[src/rtl/reg_bank_arbiter_if.sv]
// rtl/reg_bank_arbiter_if.sv - requester and bank signal bundle for reg_bank_arbiter
//
// Purpose: groups both requester ports and the bank port of reg_bank_arbiter.
// Ports (signals):
//   req0/req1, we0/we1, addr0/addr1, wdata0/wdata1  requester -> arbiter
//   gnt0/gnt1, rvalid0/rvalid1, rdata0/rdata1        arbiter -> requester
//   addr, datain, sig                                arbiter -> bank
//   dataout                                          bank -> arbiter
//   busy                                             arbiter status (clear sweep)
// Modports: slave = arbiter side, master = requester/bank environment side.

interface reg_bank_arbiter_if #(
    parameter int AW = 8,
    parameter int DW = 9
);
    logic          req0;
    logic          req1;
    logic          we0;
    logic          we1;
    logic [AW-1:0] addr0;
    logic [AW-1:0] addr1;
    logic [DW-1:0] wdata0;
    logic [DW-1:0] wdata1;
    logic          gnt0;
    logic          gnt1;
    logic          rvalid0;
    logic          rvalid1;
    logic [DW-1:0] rdata0;
    logic [DW-1:0] rdata1;
    logic [AW-1:0] addr;
    logic [DW-1:0] datain;
    logic          sig;
    logic [DW-1:0] dataout;
    logic          busy;

    modport slave (
        input  req0, req1, we0, we1, addr0, addr1, wdata0, wdata1, dataout,
        output gnt0, gnt1, rvalid0, rvalid1, rdata0, rdata1, addr, datain, sig, busy
    );

    modport master (
        output req0, req1, we0, we1, addr0, addr1, wdata0, wdata1, dataout,
        input  gnt0, gnt1, rvalid0, rvalid1, rdata0, rdata1, addr, datain, sig, busy
    );
endinterface

[src/rtl/reg_bank_arbiter.sv]
// rtl/reg_bank_arbiter.sv - two-requester round-robin arbiter for a single-port register bank
//
// Purpose: shares one synchronous-read register bank between two requesters.
// One access is issued per ISSUE cycle; reads return data one cycle later.
// Ports:
//   clk   single clock, rising edge
//   rst   synchronous active-high reset
//   bus   reg_bank_arbiter_if.slave (requester and bank signals)
// Optional feature macro: REG_ARB_CLEAR_EN
//   defined   -> after reset a CLEAR sweep writes 0 to every bank address (busy=1)
//   undefined -> no sweep, busy tied low, bank contents untouched by reset

module reg_bank_arbiter #(
    parameter int AW = 8,
    parameter int DW = 9
) (
    input  logic               clk,
    input  logic               rst,
    reg_bank_arbiter_if.slave  bus
);

    typedef enum logic [1:0] {
        ST_IDLE  = 2'd0,
        ST_ISSUE = 2'd1
`ifdef REG_ARB_CLEAR_EN
        , ST_CLEAR = 2'd2
`endif
    } state_t;

`ifdef REG_ARB_CLEAR_EN
    localparam state_t RESET_STATE = ST_CLEAR;
`else
    localparam state_t RESET_STATE = ST_IDLE;
`endif

    state_t        state_q,   state_d;
    logic          win_q,     win_d;      // requester being served in ISSUE
    logic          we_q,      we_d;
    logic [AW-1:0] addr_q,    addr_d;     // doubles as the sweep counter in CLEAR
    logic [DW-1:0] datain_q,  datain_d;
    logic          last_q,    last_d;     // last-served requester for tie breaks
    logic          rvalid0_q, rvalid0_d;
    logic          rvalid1_q, rvalid1_d;
    logic [DW-1:0] rdata0_q,  rdata0_d;
    logic [DW-1:0] rdata1_q,  rdata1_d;

    logic gnt0_raw;
    logic gnt1_raw;
    logic elig0;
    logic elig1;
    logic pick1;
    logic clearing;

    // Arbitration: a requester granted in this cycle is still holding its
    // request, so it is excluded until it has had a chance to update it.
    always_comb begin
        gnt0_raw = (state_q == ST_ISSUE) && (win_q == 1'b0);
        gnt1_raw = (state_q == ST_ISSUE) && (win_q == 1'b1);
        elig0    = bus.req0 && !gnt0_raw;
        elig1    = bus.req1 && !gnt1_raw;
        // On a tie the requester not served last wins.
        pick1    = elig1 && (!elig0 || !last_q);
`ifdef REG_ARB_CLEAR_EN
        clearing = (state_q == ST_CLEAR);
`else
        clearing = 1'b0;
`endif
    end

    always_comb begin
        state_d   = state_q;
        win_d     = win_q;
        we_d      = we_q;
        addr_d    = addr_q;
        datain_d  = datain_q;
        last_d    = last_q;
        // The bank presents read data the cycle after a read ISSUE.
        rvalid0_d = (state_q == ST_ISSUE) && !we_q && (win_q == 1'b0);
        rvalid1_d = (state_q == ST_ISSUE) && !we_q && (win_q == 1'b1);
        // rdata is passed straight through while rvalid is high and
        // captured at the end of that cycle so it holds afterwards.
        rdata0_d  = rvalid0_q ? bus.dataout : rdata0_q;
        rdata1_d  = rvalid1_q ? bus.dataout : rdata1_q;

        case (state_q)
`ifdef REG_ARB_CLEAR_EN
            ST_CLEAR: begin
                // datain_q is zero from reset, so every sweep cycle writes 0.
                if (addr_q == {AW{1'b1}}) begin
                    state_d = ST_IDLE;
                end else begin
                    addr_d = addr_q + AW'(1);
                end
            end
`endif
            default: begin
                if (elig0 || elig1) begin
                    state_d  = ST_ISSUE;
                    win_d    = pick1;
                    last_d   = pick1;
                    we_d     = pick1 ? bus.we1    : bus.we0;
                    addr_d   = pick1 ? bus.addr1  : bus.addr0;
                    datain_d = pick1 ? bus.wdata1 : bus.wdata0;
                end else begin
                    state_d  = ST_IDLE;
                end
            end
        endcase
    end

    // Outputs are forced to their reset values while rst is high so that an
    // access in flight cannot strobe the bank on the resetting edge.
    always_comb begin
        bus.gnt0    = gnt0_raw && !rst;
        bus.gnt1    = gnt1_raw && !rst;
        bus.sig     = !rst && (((state_q == ST_ISSUE) && we_q) || clearing);
        bus.busy    = !rst && clearing;
        bus.addr    = rst ? '0 : addr_q;
        bus.datain  = rst ? '0 : datain_q;
        bus.rvalid0 = rvalid0_q && !rst;
        bus.rvalid1 = rvalid1_q && !rst;
        bus.rdata0  = rst ? '0 : (rvalid0_q ? bus.dataout : rdata0_q);
        bus.rdata1  = rst ? '0 : (rvalid1_q ? bus.dataout : rdata1_q);
    end

    always_ff @(posedge clk) begin
        if (rst) begin
            state_q   <= RESET_STATE;
            win_q     <= 1'b0;
            we_q      <= 1'b0;
            addr_q    <= '0;
            datain_q  <= '0;
            last_q    <= 1'b1;
            rvalid0_q <= 1'b0;
            rvalid1_q <= 1'b0;
            rdata0_q  <= '0;
            rdata1_q  <= '0;
        end else begin
            state_q   <= state_d;
            win_q     <= win_d;
            we_q      <= we_d;
            addr_q    <= addr_d;
            datain_q  <= datain_d;
            last_q    <= last_d;
            rvalid0_q <= rvalid0_d;
            rvalid1_q <= rvalid1_d;
            rdata0_q  <= rdata0_d;
            rdata1_q  <= rdata1_d;
        end
    end

endmodule

[src/flat_wrapper.sv]
// flat-port wrapper written by rule: the top's interface ports become plain ports
module reg_bank_arbiter_flat 
#(
    parameter int AW = 8,
    parameter int DW = 9
)
  (clk, rst, bus_req0, bus_req1, bus_we0, bus_we1, bus_addr0, bus_addr1, bus_wdata0, bus_wdata1, bus_dataout, bus_gnt0, bus_gnt1, bus_rvalid0, bus_rvalid1, bus_rdata0, bus_rdata1, bus_addr, bus_datain, bus_sig, bus_busy);
  reg_bank_arbiter_if #(.AW(AW), .DW(DW)) bus_i ();
  input  logic clk;
  input  logic rst;
  input wire logic [$bits(bus_i.req0)-1:0] bus_req0;
  input wire logic [$bits(bus_i.req1)-1:0] bus_req1;
  input wire logic [$bits(bus_i.we0)-1:0] bus_we0;
  input wire logic [$bits(bus_i.we1)-1:0] bus_we1;
  input wire logic [$bits(bus_i.addr0)-1:0] bus_addr0;
  input wire logic [$bits(bus_i.addr1)-1:0] bus_addr1;
  input wire logic [$bits(bus_i.wdata0)-1:0] bus_wdata0;
  input wire logic [$bits(bus_i.wdata1)-1:0] bus_wdata1;
  input wire logic [$bits(bus_i.dataout)-1:0] bus_dataout;
  output wire logic [$bits(bus_i.gnt0)-1:0] bus_gnt0;
  output wire logic [$bits(bus_i.gnt1)-1:0] bus_gnt1;
  output wire logic [$bits(bus_i.rvalid0)-1:0] bus_rvalid0;
  output wire logic [$bits(bus_i.rvalid1)-1:0] bus_rvalid1;
  output wire logic [$bits(bus_i.rdata0)-1:0] bus_rdata0;
  output wire logic [$bits(bus_i.rdata1)-1:0] bus_rdata1;
  output wire logic [$bits(bus_i.addr)-1:0] bus_addr;
  output wire logic [$bits(bus_i.datain)-1:0] bus_datain;
  output wire logic [$bits(bus_i.sig)-1:0] bus_sig;
  output wire logic [$bits(bus_i.busy)-1:0] bus_busy;
  assign bus_i.req0 = bus_req0;
  assign bus_i.req1 = bus_req1;
  assign bus_i.we0 = bus_we0;
  assign bus_i.we1 = bus_we1;
  assign bus_i.addr0 = bus_addr0;
  assign bus_i.addr1 = bus_addr1;
  assign bus_i.wdata0 = bus_wdata0;
  assign bus_i.wdata1 = bus_wdata1;
  assign bus_i.dataout = bus_dataout;
  assign bus_gnt0 = bus_i.gnt0;
  assign bus_gnt1 = bus_i.gnt1;
  assign bus_rvalid0 = bus_i.rvalid0;
  assign bus_rvalid1 = bus_i.rvalid1;
  assign bus_rdata0 = bus_i.rdata0;
  assign bus_rdata1 = bus_i.rdata1;
  assign bus_addr = bus_i.addr;
  assign bus_datain = bus_i.datain;
  assign bus_sig = bus_i.sig;
  assign bus_busy = bus_i.busy;
  reg_bank_arbiter #(.AW(AW), .DW(DW)) u_core (.clk(clk), .rst(rst), .bus(bus_i));
endmodule
[config.mk]
export PLATFORM = sky130hd
export DESIGN_NAME = reg_bank_arbiter_flat
export DESIGN_NICKNAME = d
export VERILOG_FILES = /design/src/rtl/reg_bank_arbiter_if.sv /design/src/rtl/reg_bank_arbiter.sv /design/src/flat_wrapper.sv
export SDC_FILE = /design/constraint.sdc
export NUM_CORES = 1
export LEC_CHECK = 0
export BUFFER_PORTS_ARGS = -buffer_cell sky130_fd_sc_hd__buf_2
export CAP_MARGIN = 10
export CORE_MARGIN = 2
export CORE_UTILIZATION = 47
export CTS_BUF_LIST = sky130_fd_sc_hd__clkbuf_4 sky130_fd_sc_hd__clkbuf_8
export DETAILED_ROUTE_END_ITERATION = 12
export PLACE_DENSITY_LB_ADDON = 0.12
export RECOVER_POWER = 25
export SLEW_MARGIN = 10
export SYNTH_ARGS = -nofsm -noshare
export SYNTH_HDL_FRONTEND = slang
export SYNTH_SLANG_ARGS = --single-unit
[constraint.sdc]
create_clock -name clk -period 1.8 [get_ports clk]
set_clock_uncertainty 0.1 [all_clocks]
set_input_delay 0.36 -clock clk [delete_from_list [all_inputs] [get_ports clk]]
set_output_delay 0.36 -clock clk [all_outputs]
set_load 0.01 [all_outputs]
==> results.toml, run 1 <==
[run_status]
status = "finished, final reports clean"

[timing]
finalCriticalPeriod_ns = 1.67
rsz0062_at_grt = "no"
setup_viol = 0
finalCritPeriodShare = 0.930
finalSetupTns_ns = 0
hold_viol = 0
slew_violations = 0
whs_ns = 0.232
max_clock_freq_ghz = 0.598

[clock_network]
cts_tree = "yes"
cts-root-buf = "clkbuf_8"
cts_buffer_depth = 2
cts_resized = 0
holdBufCountCts = 0
numCtsBuffers = 5
clock-sinks = 41
path_clk_slew_ns = 0.07
htreeDepth = 2
cts_setup_buffers = 0
clk_latency_ns = 0.28

[floorplanning]
dieHeight_um = 66.7
start_util = 0.498
die_w_um = 66.7
coreArea_mm2 = 0.00372
die_area_mm2 = 0.00445
ios = 90
num_rows = 22

[pwr]
vdd_drop_max_mv = 0.380
powerDensity_mw_per_mm2 = 820
leakagePower_nw = 1.16

[route]
drtAntennaViolNets = 0
vias = 1663
highest_layer = "met4"
wl_met2_mm = 1.90
vias_per_cell = 4.88
wl_mm = 3.90
routed-wl-met3_um = 292
wire_per_inst_um = 11.4
drtIter0Drc = 47
firstDrtPassIters = 2
drc = 0
met1Wirelength_mm = 1.68

[run]
max-cap-violations = 0

[yosys]
async_reset_ff_frac = 0
synth_seq_cells = 41
synth_flop_cell = "dfxtp_1"
synth_cell_types = 23
synth_cells = 205
synth-edff-count = 0
synth_top_cells_by_area = "dfxtp_1 (44%), mux2i_1 (10%), a311oi_2 (8.9%)"
synth_top_area_frac = 0.444
syn_nets = 254
yosysMostFrequentCell = "dfxtp_1"
synth_area_per_cell_um2 = 9.02
synth_area_leader_cell = "dfxtp_1"
synthTopCellsByCount = "dfxtp_1 (41), nor2_1 (38), nand2_1 (37)"
syn_area_mm2 = 0.00185
ys_warn_count = 0
ys_seq_area_frac = 0.444

[final_layout]
regArea_um2 = 821
multi_input_area_um2 = 942
syn_to_final_growth_pct = 33.4
stdcell_count = 341
drive_above_1_share = 0.403
antenna_cells = 0
fillers = 327
fin_nets = 341

[global_routing]
grt.total_usage = 0.179
grt_max_degree = 38
grt_antenna_before_repair = 0
grt_pass1_wl_mm = 6.20
grt_overflow = 0
grt_pass1_vias = 1485

[placement]
placedCellCount = 333
hpwlAfterDp_mm = 2.91
io_buffers = 88
gp_congestion = 0.723

[worst_setup_path]
path_cells = "buf_4, mux2i_1, nor2_1, buf_2"
critPathLaunchType = "register"
critPathBufInv = 2
crit_slowest_cell = "dfxtp_1"
cpPeakStageDelay_ns = 0.32
endpoint_kind = "primary output"
cpLargestDelayFamily = "buffers and inverters"
required_ns = 1.34
arrival_ns = 1.21
cp_max_fo = 10
critPathKind = "register to primary output"

[worst_hold_path]
hold_path.class = "primary input to register"
-- worst register-to-register path, cell delays in order, from the launching register on --
cell      delay, ns
dfxtp_1        0.47
mux2i_1        0.17
a21oi_4        0.21
buf_12         0.22
nor2_1         0.08
a311oi_2       0.24
-- flip-flops by register name, summed over array words and instances, names as in the netlist --
register,flops
u_core.addr_q,8
u_core.datain_q,9
u_core.last_q,1
u_core.rdata0_q,9
u_core.rdata1_q,9
u_core.rvalid0_q,1
u_core.rvalid1_q,1
u_core.state_q,1
u_core.we_q,1
u_core.win_q,1
-- final timing paths --
check | start | end | slack, ns | depth (start not counted)
worst max-delay path | u_core.rvalid1_q$_SDFF_PP0_ | bus_rdata1[1] | 0.13 | 4
worst min-delay path | bus_addr0[5] | u_core.addr_q[5]$_SDFFE_PP0P_ | 0.23 | 3
worst max register to register | u_core.win_q$_SDFFE_PP0P_ | u_core.datain_q[2]$_SDFFE_PP0P_ | 0.22 | 5
worst min register to register | u_core.we_q$_SDFFE_PP0P_ | u_core.rvalid0_q$_SDFF_PP0_ | 0.38 | 1
-- per-layer routing --
layer	GRT usage	up-vias
li1	-	863
met1	0.213	738
met2	0.311	56
met3	0.0524	6
met4	0.0536	0
met5	0	-
-- power by group --
group | switching [mW] | internal [mW] | total [mW]
sequential | 0.0305 | 0.969 | 0.999
clock | 0.285 | 0.346 | 0.632
combinational | 0.202 | 0.189 | 0.391
total | 0.518 | 1.50 | 2.02
-- cell families after synthesis --
| family | count (synthesis) | synth area share |
|---|---|---|
| other | 1 | 0.00203 |
| DFF | 41 | 0.444 |
| buffers and inverters | 15 | 0.0467 |
| AOI/OAI and AO/OA | 22 | 0.139 |
| and+or+nand+nor | 106 | 0.259 |
| muxes | 20 | 0.109 |
-- cells in the final DEF (no fill, tap or decap), drive strengths merged, types with 2 or more instances in the layout --
cell type	count
nor2	38
nor2b	22
clkbuf	7
nand2b	2
a21oi	3
a311oi	18
mux2i	19
nand2	37
dfxtp	41
buf	95
and2	2
-- area by class of cell --
class | count | area share
clock buffer | 7 | 0.0390
clock inverter | 1 | 0.00203
multi-input combinational | 149 | 0.382
sequential | 41 | 0.333
tap | 48 | 0.0243
timing repair buffer | 95 | 0.220
-- stage by stage --
step                setup slack (ns)  cell area [µm²]   util  power (mW)
floorplan                      0.304             1850      -        1.27
global placement               0.307             2370  0.637        1.41
CTS                            0.109             2470  0.664        2.05
global route                  0.0226             2470  0.664        2.14
detailed placement             0.274             2370  0.637        1.41
finish                         0.126             2470  0.664        2.02
Note: power is estimated with default switching activity, not from simulation.
==> inputs of run 2 (changes only) <==
--- a/config.mk
+++ b/config.mk
@@ -13,6 +13,7 @@
 export DETAILED_ROUTE_END_ITERATION = 12
 export PLACE_DENSITY_LB_ADDON = 0.12
 export RECOVER_POWER = 25
+export SETUP_SLACK_MARGIN = 0.4
 export SLEW_MARGIN = 10
 export SYNTH_ARGS = -nofsm -noshare
 export SYNTH_HDL_FRONTEND = slang
==> constraint.sdc (replaced) <==
create_clock -name clk -period 1.7 [get_ports clk]
set_clock_uncertainty 0.1 [all_clocks]
set_input_delay 0.34 -clock clk [delete_from_list [all_inputs] [get_ports clk]]
set_output_delay 0.34 -clock clk [all_outputs]
set_load 0.01 [all_outputs]
==> run 2 against run 1 <==
Critical path depth up 2. Largest power group unchanged. Utilization up 22 points. Clock power up 21%. Worst hold slack worse by 0.030 ns. Die area unchanged.
==> results.toml, run 2 (synthesis gave the netlist of run 1 again) <==
[final_layout]
reg.largest.list = "u_core.datain_q: 9 flops, u_core.rdata0_q: 9 flops, u_core.rdata1_q: 9 flops"
drive_above_1_share = 0.628
final_area_mm2 = 0.00328
final_cell_mix = "buf_2 (89), nor2_1 (31), dfxtp_1 (28)"
syn_to_final_growth_pct = 77.3
fin_nets = 380
antenna_cells = 0
layout_commonest_cell = "buf_2"

[route]
drtIter0Drc = 87
vias = 2020
drc = 0
wl_mm = 6.78
wire_per_inst_um = 17.9
firstDrtPassIters = 4
vias_per_cell = 5.33
drtAntennaViolNets = 0

[clock_network]
clk_latency_ns = 0.30
path_clk_slew_ns = 0.08
htreeDepth = 2
clock-sinks = 41
cts_tree = "yes"
numCtsBuffers = 5
cts-root-buf = "clkbuf_8"
holdBufCountCts = 0
cts_buffer_depth = 2

[timing]
max_clock_freq_ghz = 0.604
slew_violations = 0
finalCritPeriodShare = 0.975
finalCriticalPeriod_ns = 1.66
rsz0062_at_grt = "yes"
whs_ns = 0.202
finalSetupTns_ns = 0
hold_viol = 0
setup_viol = 0

[worst_setup_path]
arrival_ns = 1.75
path_cells = "mux2i_4, a21oi_4, buf_12, buf_16, nor2_1, a311oi_2"
required_ns = 1.80
rr_worst_depth = 6
endpoint_kind = "register"
cpPeakStageDelay_ns = 0.38
critPathLaunchType = "register"
crit_cells = 6
critPathBufInv = 2
cp_max_fo = 7
cpLargestDelayFamily = "compound AO/OA/AOI/OAI gates"
critPathKind = "register to register"
crit_slowest_cell = "dfxtp_4"

[floorplanning]
die_w_um = 66.7
num_rows = 22
start_util = 0.498
dieHeight_um = 66.7
coreArea_mm2 = 0.00372
ios = 90
die_area_mm2 = 0.00445

[global_routing]
grt_pass1_wl_mm = 8.33
grt_antenna_before_repair = 0
grt_pass1_vias = 1827
met2_usage = 0.464
use_met1 = 0.274
gr-max-usage-layer = "met2"
grt_overflow = 0
grt.total_usage = 0.251
grt_max_degree = 29
use_met3 = 0.0709

[pwr]
p_total_mw = 2.65
vdd_drop_max_mv = 0.777
powerDensity_mw_per_mm2 = 809
leakagePower_nw = 1.54

[placement]
placed_area_mm2 = 0.00242
hpwlAfterDp_mm = 2.99
gp_congestion = 0.715
io_buffers = 88

[worst_hold_path]
min_path_cells = 3
hold_path.class = "primary input to register"

[run]
max-cap-violations = 0

[run_status]
status = "finished, final reports clean"
-- run 2: final timing paths --
| check | startpoint | endpoint | slack, ns |
|---|---|---|---|
| setup / recovery | u_core.win_q$_SDFFE_PP0P_ | u_core.datain_q[2]$_SDFFE_PP0P_ | 0.04 |
| hold / removal | bus_addr0[6] | u_core.addr_q[6]$_SDFFE_PP0P_ | 0.20 |
| setup reg to reg | u_core.win_q$_SDFFE_PP0P_ | u_core.datain_q[2]$_SDFFE_PP0P_ | 0.04 |
| hold reg to reg | u_core.addr_q[6]$_SDFFE_PP0P_ | u_core.addr_q[6]$_SDFFE_PP0P_ | 0.39 |
-- run 2: stage by stage --
step	util	cells	worst slack [ns]
after floorplan	-	205	0.305
after global placement	0.651	336	0.245
after detailed placement	0.651	336	0.183
after CTS	0.814	369	0.0652
after global routing	0.882	379	-0.0475
final	0.882	379	0.0432
-- run 2: what timing repair did --
item | CTS | global route
setup buffers | 17 | 10
pin swaps | 20 | 26
gates resized for setup | 38 | 43
endpoints found under the setup margin | 58 | 61
cloned | 9 | 0
-- run 2: report_power, final --
part	total (mW)	internal, mW	switching (mW)
sequential	1.08	1.03	0.0463
combinational	0.808	0.444	0.364
clock	0.767	0.427	0.340
-- run 2: per-layer routing --
metal	part of all wire	routed length (µm)	vias up
met5	0	0	-
met4	0.020	138	0
met3	0.070	475	13
met2	0.53	3580	94
met1	0.38	2580	964
li1	-	-	949
-- run 2: area by class of cell --
class                   instances  area (µm²)
clock inverters                 2        35.0
repair buffers                134        1110
clock buffers                   5        68.8
multi-input cells             149        1160
well taps                      48        60.1
flip-flops and latches         41         842
fillers                       191         438
-- run 2: worst register-to-register path, stage by stage (launching register included) --
cell	delay (ns)
dfxtp_4	0.38
mux2i_4	0.20
a21oi_4	0.27
buf_12	0.15
buf_16	0.11
nor2_1	0.06
a311oi_2	0.28
==> inputs of run 3 (changes only) <==
--- a/config.mk
+++ b/config.mk
@@ -5,7 +5,7 @@
 export SDC_FILE = /design/constraint.sdc
 export NUM_CORES = 1
 export LEC_CHECK = 0
-export BUFFER_PORTS_ARGS = -buffer_cell sky130_fd_sc_hd__buf_2
+export BUFFER_PORTS_ARGS = -buffer_cell sky130_fd_sc_hd__buf_4
 export CAP_MARGIN = 10
 export CORE_MARGIN = 2
 export CORE_UTILIZATION = 47
@@ -13,7 +13,6 @@
 export DETAILED_ROUTE_END_ITERATION = 12
 export PLACE_DENSITY_LB_ADDON = 0.12
 export RECOVER_POWER = 25
-export SETUP_SLACK_MARGIN = 0.4
 export SLEW_MARGIN = 10
 export SYNTH_ARGS = -nofsm -noshare
 export SYNTH_HDL_FRONTEND = slang
==> run 3 against run 2 <==
Fmax decreased by 1.3%. Worst hold slack got worse by 0.018 ns. Sequential share of layout area increased by 4.1 points. Global-route usage decreased by 4.0 points. Die area unchanged. Utilization decreased by 13 points. Clock power increased by 21%. Cell area decreased by 15%. Cell count decreased by 8.4%. Sequential power about the same. Largest cell class unchanged.
==> results.toml, run 3 (synthesis gave the netlist of run 1 again) <==
[clock_network]
clk_latency_ns = 0.30
cts-root-buf = "clkbuf_8"
path_clk_slew_ns = 0.09
numCtsBuffers = 5
cts_tree = "yes"
clock-sinks = 41
htreeDepth = 2
cts_buffer_depth = 2

[route]
firstDrtPassIters = 4
vias = 1685
drc = 0
drtIter0Drc = 61
drtAntennaViolNets = 0
wire_per_inst_um = 12.7
wl_mm = 4.40
vias_per_cell = 4.86

[worst_setup_path]
cp_max_fo = 8
crit_slowest_cell = "dfxtp_4"
endpoint_kind = "primary output"
path_cells = "buf_12, mux2i_1, nor2_1, buf_4"
cpPeakStageDelay_ns = 0.37
critPathKind = "register to primary output"
required_ns = 1.26
critPathLaunchType = "register"
arrival_ns = 1.24

[timing]
whs_ns = 0.183
finalCritPeriodShare = 0.987
finalSetupTns_ns = 0
hold_viol = 0
rsz0062_at_grt = "yes"
max_clock_freq_ghz = 0.596
setup_viol = 0
worst_slack_ns = 0.0213
slew_violations = 0
finalCriticalPeriod_ns = 1.68

[final_layout]
reg.largest.list = "u_core.datain_q: 9 flops, u_core.rdata0_q: 9 flops, u_core.rdata1_q: 9 flops"
final_util = 0.748
final_cell_mix = "buf_4 (96), nor2_1 (38), dfxtp_1 (38)"
syn_to_final_growth_pct = 50.3
fillers = 304
layout_commonest_cell = "buf_4"
fin_nets = 347
antenna_cells = 0
drive_above_1_share = 0.428

[pwr]
leakagePower_nw = 1.25
vdd_drop_max_mv = 0.510
powerDensity_mw_per_mm2 = 886
p_total_mw = 2.46

[global_routing]
grt_overflow = 0
grt_max_degree = 28
grt_pass1_vias = 1625
grt.total_usage = 0.211
grt_pass1_wl_mm = 7.00
grt_antenna_before_repair = 0

[floorplanning]
ios = 90
die_area_mm2 = 0.00445
start_util = 0.498
dieHeight_um = 66.7
die_w_um = 66.7
num_rows = 22
coreArea_mm2 = 0.00372

[placement]
io_buffers = 88
hpwlAfterDp_mm = 3.12
dp_slack_ns = 0.152
gp_congestion = 0.740

[run_status]
status = "finished, final reports clean"

[run]
max-cap-violations = 0

[worst_hold_path]
hold_path.class = "primary input to register"
run 3: power by group:
part           total, mW  leakage, nW  switching (mW)  internal (mW)
registers           1.06        0.338          0.0351           1.03
clock network      0.927       0.0681           0.344          0.583
logic              0.475        0.844           0.219          0.256
run 3: worst max-delay path, delay by kind of cell, from the launching register on:
kind	cells	cell delay (ns)
DFF	1	0.37
buffers and inverters	2	0.30
muxes	1	0.11
and+or+nand+nor	1	0.17
run 3: timing repair:
action,in CTS,in global routing
setup buffers,0,4
pin swaps,0,4
gates cloned,0,1
hold buffers,0,0
resized for setup,3,5
endpoints found under the setup margin,8,24
run 3: routing by layer:
metal / vias up / GRT usage / routed length (µm)
met5: - / 0 / 0
met4: 0 / 0.105 / 95
met3: 9 / 0.0591 / 319
met2: 65 / 0.378 / 2230
met1: 741 / 0.225 / 1750
li1: 870 / - / -
run 3: area by class of cell:
class	instances	area, µm²	share of cell area
Clock inverter	3	65.1	0.0234
Tap cell	48	60.1	0.0216
Sequential cell	41	827	0.298
Multi-Input combinational cell	149	946	0.340
Clock buffer	5	68.8	0.0248
Timing Repair Buffer	101	812	0.292
run 3: metrics by stage:
stage / cell area [µm²] / cells
2_1_floorplan: 1850 / 205
3_3_place_gp: 2590 / 334
3_5_place_dp: 2590 / 334
4_1_cts: 2740 / 342
5_1_grt: 2780 / 347
6_report: 2780 / 347
run 3: path summary, 6_finish.rpt:
check,start,endpoint,slack (ns),cells past startpoint
min reg2reg,u_core.we_q$_SDFFE_PP0P_,u_core.rvalid1_q$_SDFF_PP0_,0.37,1
min,rst,u_core.win_q$_SDFFE_PP0P_,0.18,2
max reg2reg,u_core.state_q[0]$_SDFF_PP0_,u_core.datain_q[3]$_SDFFE_PP0P_,0.15,5
max,u_core.rvalid1_q$_SDFF_PP0_,bus_rdata1[2],0.02,4
